**src/rtl/usb_in_ep_buffer.sv**
```systemverilog
// Single-packet IN endpoint buffer: the endpoint fills and commits one packet, and the
// protocol engine reads it out once per IN token until the host ACKs it.
module usb_in_ep_buffer #(
    parameter int unsigned MAX_PKT = 64
) (
    input  logic       clk,
    input  logic       reset,
    input  logic       in_ep_req,
    output logic       in_ep_grant,
    output logic       in_ep_data_free,
    input  logic       in_ep_data_put,
    input  logic [7:0] in_ep_data,
    input  logic       in_ep_data_done,
    input  logic       in_ep_stall,
    output logic       in_ep_acked,
    output logic       tx_pkt_ready,
    output logic       tx_pkt_stall,
    input  logic       tx_pkt_start,
    output logic       tx_data_avail,
    input  logic       tx_data_get,
    output logic [7:0] tx_data,
    output logic       tx_data_pid,
    input  logic       tx_ack_recv
);

    localparam int unsigned IW = $clog2(MAX_PKT);
    localparam int unsigned CW = IW + 1;
    localparam logic [CW-1:0] MaxCnt = CW'(MAX_PKT);

    typedef enum logic [1:0] {
        StIdle,
        StFill,
        StReady
    } state_t;

    state_t        state;
    logic [CW-1:0] wr_count;
    logic [CW-1:0] pkt_len;
    logic [CW-1:0] rd_ptr;
    logic [7:0]    mem [MAX_PKT];
    logic          put_ok;

    assign in_ep_grant     = (state == StFill);
    assign in_ep_data_free = (state == StFill) && (wr_count < MaxCnt);
    assign tx_pkt_ready    = (state == StReady);
    assign tx_data_avail   = (state == StReady) && (rd_ptr < pkt_len);
    assign tx_data         = mem[rd_ptr[IW-1:0]];
    assign put_ok          = in_ep_data_put && in_ep_data_free;

    // Buffer RAM is deliberately left out of reset.
    always_ff @(posedge clk) begin
        if (put_ok) begin
            mem[wr_count[IW-1:0]] <= in_ep_data;
        end
    end

    always_ff @(posedge clk) begin
        if (reset) begin
            state        <= StIdle;
            wr_count     <= '0;
            pkt_len      <= '0;
            rd_ptr       <= '0;
            tx_data_pid  <= 1'b0;
            in_ep_acked  <= 1'b0;
            tx_pkt_stall <= 1'b0;
        end else begin
            in_ep_acked  <= 1'b0;
            tx_pkt_stall <= in_ep_stall;
            unique case (state)
                StIdle: begin
                    if (in_ep_req) begin
                        state <= StFill;
                    end
                end
                StFill: begin
                    if (put_ok) begin
                        wr_count <= wr_count + 1'b1;
                    end
                    if (in_ep_data_done) begin
                        pkt_len <= wr_count + CW'(put_ok);
                        rd_ptr  <= '0;
                        state   <= StReady;
                    end
                end
                StReady: begin
                    // ACK wins over a same-cycle IN token, which wins over a get.
                    if (tx_ack_recv) begin
                        state       <= StIdle;
                        wr_count    <= '0;
                        pkt_len     <= '0;
                        rd_ptr      <= '0;
                        tx_data_pid <= ~tx_data_pid;
                        in_ep_acked <= 1'b1;
                    end else if (tx_pkt_start) begin
                        rd_ptr <= '0;
                    end else if (tx_data_get && tx_data_avail) begin
                        rd_ptr <= rd_ptr + 1'b1;
                    end
                end
                default: state <= StIdle;
            endcase
        end
    end

endmodule

```
**config.mk**
```make
export PLATFORM = sky130hd
export DESIGN_NAME = usb_in_ep_buffer
export DESIGN_NICKNAME = d
export VERILOG_FILES = /design/src/rtl/usb_in_ep_buffer.sv
export SDC_FILE = /design/constraint.sdc
export NUM_CORES = 1
export LEC_CHECK = 0
export ABC_AREA = 1
export BUFFER_PORTS_ARGS = -buffer_cell sky130_fd_sc_hd__buf_2
export CORE_UTILIZATION = 45
export CTS_CLUSTER_SIZE = 30
export DETAILED_ROUTE_END_ITERATION = 10
export PLACE_DENSITY = 0.61
export SKIP_CTS_REPAIR_TIMING = 1
export SLEW_MARGIN = 20
export SYNTH_ARGS = -nofsm -noshare
export SYNTH_HDL_FRONTEND = slang
export SYNTH_SLANG_ARGS = --single-unit
```
**constraint.sdc**
```tcl
create_clock -name clk -period 4 [get_ports clk]
set_input_delay 0.2 -clock clk [delete_from_list [all_inputs] [get_ports clk]]
set_output_delay 0.2 -clock clk [all_outputs]
set_load 0.05 [all_outputs]
```
==> results.cfg, run 1 <==
[critical_path]
endpoint = tx_data[1]
cpPeakStageDelay_ns = 0.52
worst_setup_path_end_kind = output pin
path_class = flip-flop to output pin
reg2reg_slack_ns = 1.03
cp.depth = 11
worstReg2RegEnd = mem[15][5]$_DFFE_PP_
timing.rr.start = state[1]$_SDFFE_PP0P_
cp.arrival_ns = 3.27
slowest_stage = inv_8
required_ns = 3.80
critPathBufInv = 3
rr_worst_depth = 6
start_kind = flip-flop
cp_max_fo = 105
cp_top_family = buffers and inverters
cp_cell_sequence = inv_8 -> buf_12 -> nand2_1 -> nand3_1 -> nand3_1 -> nand2_1 -> nand2_1 -> nand3_1 -> nand3_1 -> nand2_1 -> buf_2

[placed_design]
port_buffers = 31
placed_area_mm2 = 0.0234
place_inst = 2659
dp_hpwl_um = 34000
gp_congestion = 0.896
dp_slack_ns = 1.06

[finish]
area_growth_pct = 11.4
antenna_cells = 0
final_common_cell = nand2_1
nets = 2081
final_layout_size_suffix_gt1_share_pct = 8.81
seq_area_mm2 = 0.0160
final_cells = 2771
final_cell_area_mm2 = 0.0254
multi_input_area_mm2 = 0.00576
layout_common_cells = nand2_1, edfxtp_1, nand3_1, nor2_1, clkbuf_16
fillers = 4483

[global_routing]
track_usage_pct = 22.7
grt_max_degree = 160
grt-ovfl-total = 0
grt_pass1_vias = 14300
grt_pass1_wl_um = 87100
antenna_found_initial = 0

[logic_synthesis]
yosys.area_share.adder_pct = 0.714
ys_seq_elements = 544
syn_area_per_cell_um2 = 11.3
synth_top_area_share_pct = 67.4
yosys.cell_types.count = 32
synthSimpleGateAreaFrac_pct = 23.4
synthFlopType = edfxtp_1
synth_top_family_by_area = simple AND/OR/NAND/NOR gates
synth_compound_area_share_pct = 0.944
synth_nets = 2045
netlist_area_mm2 = 0.0228
synth_top_area_cell = edfxtp_1
synth_mux_area_share_pct = 0
seq_area_frac_synth_pct = 70.3
synth_area_leaders = edfxtp_1, nand2_1, nand3_1, dfxtp_1, buf_6
ys_warn_count = 0
netlist_instances = 2015
postSynth.asyncResetShare_pct = 0
synth_edf_count = 512
yosys.area_share.xor_xnor_pct = 0.192

[routing]
drc = 0
drt_iter0_markers = 1901
wl_um = 57700
vias = 15100
final_antenna_net_count = 0
wl_per_cell_um = 20.8
viasPerCell = 5.46
first_pass_iters = 5

[timing]
fin_crit_sh_pct = 86.9
worst_pin_slew_ns = 1.04
setup_tns_ns = 0
rsz0062_at_grt = false
setup_violations = 0
drv_slew = 0
hold_violations = 1
relSlewSlack_pct = 30.5
whs_ns = -0.00291
min_period_ns = 3.47
clock.fmax_ghz = 0.288
setup_ws_ns = 0.525
finClkSkew_ns = 0.0324

[floorplan]
die_width_um = 227
core_mm2 = 0.0501
ios = 32
placementRows = 82
initial_core_util_pct = 45.5
dieHeight_um = 227
dieArea_mm2 = 0.0516

[cts]
numCtsBuffers = 57
clockBufferDepth = 3
cts_tree = built
clock_sinks = 544
clk_pin_slew_ns = 0.06
cts-root-buf = clkbuf_16
clkLatencyLatePin_ns = 0.62
cts-htree-levels = 2

[flow_run]
drv_cap = 0

[power]
p_leak_nw = 9.22
power_density_mw_per_mm2 = 601
ir_drop_mv = 0.370

[run_status]
violations = negative hold slack
status = finished with violations

[hold_path]
hp-class = input pin to flip-flop
## worst min path at each step
stage / from / endpoint / slack [ns] / cells past startpoint
floorplan: reset / pkt_len[6]$_SDFFE_PP0P_ / 0.27 / 1
global placement: in_ep_stall / tx_pkt_stall$_SDFF_PP0_ / 0.40 / 3
detailed placement: in_ep_stall / tx_pkt_stall$_SDFF_PP0_ / 0.42 / 3
CTS: in_ep_stall / tx_pkt_stall$_SDFF_PP0_ / -0.22 / 3
global route: in_ep_req / state[1]$_SDFFE_PP0P_ / 0.02 / 3
finish: in_ep_req / state[1]$_SDFFE_PP0P_ / -0.003 / 3
## per-stage QoR
step	power, mW	hold slack [ns]	util, %
after floorplan	9.06	0.269	-
after global placement	9.87	0.404	46.7
after detailed placement	9.90	0.416	46.7
after CTS	15.3	-0.219	50.6
after global routing	15.9	0.0244	50.7
final	15.3	-0.00291	50.7
## Yosys cell counts, types with 5 or more instances
cell,count
a21oi_1,23
buf_2,46
buf_4,20
buf_6,38
clkbuf_1,8
dfxtp_1,32
edfxtp_1,512
ha_1,13
inv_1,34
nand2_1,693
nand3_1,458
nand4_1,7
nor2_1,96
o21ai_0,7
xor2_1,5
## area by class of cell
cell class	instances	share of cell area, %
clock buffers	70	6.05
clock inverters	37	1.62
inverters	38	0.601
multi-input cells	1317	22.7
flip-flops and latches	544	63.1
well taps	672	3.31
repair buffers	93	2.64
## cell families (layout without fill, tap and decap cells)
kind of cell	Yosys count	count (layout)
AOI/OAI and AO/OA	39	39
xor gates and xnor gates	5	5
adders and majority gates	13	13
buffers and inverters	154	238
DFF	544	544
and+or+nand+nor	1260	1260
## flip-flops by register name (all words and copies together) (netlist names), named ones only
name and cells:
wr_count 7, tx_pkt_stall 1, mem 512, pkt_len 7, tx_data_pid 1, rd_ptr 7
state 2, in_ep_acked 1
## layer usage
layer / wire (µm) / GRT usage (%) / part of all wire [%]
met2: 25900 / 34.5 / 45
met5: 0 / 0 / 0
met4: 1410 / 7.06 / 2.4
met1: 25200 / 33.1 / 44
met3: 5160 / 4.38 / 8.9
## power by group
part	total, mW	internal [mW]	switching (mW)	leakage, nW
combinational	3.43	0.891	2.54	3.41
sequential	6.39	6.30	0.0917	4.86
clock	5.46	3.25	2.21	0.947
## worst register-to-register path: cells and delay by family, from the launching register on
family / cells / cell delay [ns]
buffers and inverters: 2 / 0.37
adders and majority gates: 1 / 0.34
and+or+nand+nor: 3 / 1.58
DFF: 1 / 0.32
No activity file was read; power rests on OpenSTA's default activity.
==> run 2: changes to the inputs <==
- PLACE_DENSITY: 0.61 -> not set
- clock period: 4 -> 2.87 ns (I/O delays scaled with it)
==> run 2 against run 1 <==
Compared with the run above: the run still ends with negative hold slack left; count of clock-buffer cells in the layout up 5; critical path depth up 2; hold slack worse by 0.049 ns; clock skew down 0.016 ns; routed wire length up 3.7%; highest routed layer unchanged.
==> results.cfg, run 2 (synthesized netlist as in run 1, its figures left out) <==
[placed_design]
gp_congestion = 0.863
port_buffers = 31
dp_slack_ns = 0.456
placed_area_mm2 = 0.0238
dp_hpwl_um = 34500

[power]
p_leak_nw = 9.57
ir_drop_mv = 0.604
power_density_mw_per_mm2 = 822
power_mw = 21.4

[critical_path]
start_kind = flip-flop
worst_setup_path_end_kind = output pin
cp.arrival_ns = 2.68
path_class = flip-flop to output pin
cp_max_fo = 17
required_ns = 2.73

[flow_run]
drv_cap = 0

[run_status]
violations = negative hold slack
status = finished with violations

[routing]
wl_per_cell_um = 21.2
drt_iter0_markers = 1751
drc = 0
routed-wl-met2_um = 27500
wl_met3_um = 4160
vias = 15400
top_layer = met4
viasPerCell = 5.45
wl_um = 59800
final_antenna_net_count = 0
first_pass_iters = 5
met1Wirelength_um = 26700

[global_routing]
grt-ovfl-total = 0
grt_pass1_wl_um = 87500
track_usage_pct = 22.7
antenna_found_initial = 0
grt_pass1_vias = 14500
grt_max_degree = 88

[timing]
hold_violations = 10
relSlewSlack_pct = 46.2
drv_slew = 0
setup_violations = 0
fin_crit_sh_pct = 98.5
worst_pin_slew_ns = 0.808
clock.fmax_ghz = 0.354
whs_ns = -0.0522
setup_ws_ns = 0.0419
finClkSkew_ns = 0.0168
min_period_ns = 2.83

[finish]
final_cell_area_mm2 = 0.0261
area_growth_pct = 14.3
final_util_pct = 52.1
antenna_cells = 0
final_common_cell = nand2_1
layout_common_cells = nand2_1, edfxtp_1, nand3_1, nor2_1, buf_4
nets = 2136
final_layout_size_suffix_gt1_share_pct = 11.1
largest_reg_flops = 512
fillers = 4419

[cts]
clockBufferDepth = 3
clkLatencyLatePin_ns = 0.63
clk_pin_slew_ns = 0.06
numCtsBuffers = 58
cts-htree-levels = 2
cts_tree = built
cts-root-buf = clkbuf_16
clock_sinks = 544

[hold_path]
hp-class = input pin to flip-flop

[floorplan]
ios = 32
die_width_um = 227
core_mm2 = 0.0501
initial_core_util_pct = 45.5
dieArea_mm2 = 0.0516
placementRows = 82
dieHeight_um = 227
run 2: cell count changes in the layout (fill, tap and decap cells not counted), moves of 5 or more:
| cell | before | now |
|---|---|---|
| buf_2 | 31 | 24 |
| buf_6 | 0 | 9 |
| buf_16 | 0 | 6 |
| nand2_1 | 693 | 686 |
| buf_4 | 54 | 81 |
| clkbuf_1 | 8 | 16 |
| buf_12 | 3 | 10 |
| bufinv_16 | 8 | 3 |
| nand2_2 | 1 | 8 |
| clkbuf_16 | 58 | 64 |
run 2: power breakdown:
part	total, mW	switching, mW	internal, mW
combinational	5.38	3.72	1.67
sequential	8.92	0.147	8.78
clock	7.12	3.07	4.05
run 2: final cells by class:
| type | count | area (µm²) | area share (%) |
|---|---|---|---|
| Inverter | 38 | 158 | 0.605 |
| Timing Repair Buffer | 146 | 1440 | 5.51 |
| Timing Repair inverter | 1 | 11.3 | 0.0432 |
| Multi-Input combinational cell | 1317 | 5800 | 22.2 |
| Tap cell | 672 | 841 | 3.23 |
| Clock buffer | 75 | 1540 | 5.89 |
| Sequential cell | 544 | 16000 | 61.5 |
| Clock inverter | 34 | 264 | 1.01 |
run 2: final timing paths:
check / start / to / slack [ns] / cells after the start
setup / recovery: flip-flop / tx_data[4] / 0.04 / 13
setup reg to reg: state[1]$_SDFFE_PP0P_ / mem[4][6]$_DFFE_PP_ / 0.47 / 7
hold / removal: in_ep_data_done / state[0]$_SDFFE_PP0P_ / -0.05 / 6
hold reg to reg: pkt_len[6]$_SDFFE_PP0P_ / pkt_len[6]$_SDFFE_PP0P_ / 0.47 / 2
run 2: routing by layer:
layer | track usage [%] | vias to the layer above
li1 | - | 7206
met1 | 33.1 | 7482
met2 | 35.2 | 610
met3 | 3.42 | 111
met4 | 6.93 | 0
met5 | 0 | -
run 2: critical path: stages (launching register included):
cell and delay (ns):
dfxtp_4 0.36, clkbuf_4 0.19, buf_2 0.19, buf_4 0.17, inv_8 0.12, nand2_1 0.06
nand3_1 0.06, nand3_1 0.08, nand2_1 0.12, nand2_1 0.09, nand3_1 0.17, nand3_2 0.13
nand2_2 0.14, buf_6 0.17
run 2: stage by stage:
step / setup TNS (ns) / instances
6_report: 0 / 2827
5_1_grt: -0.0200 / 2827
4_1_cts: -0.821 / 2803
3_5_place_dp: 0 / 2694
3_3_place_gp: 0 / 2694
2_1_floorplan: 0 / 2015
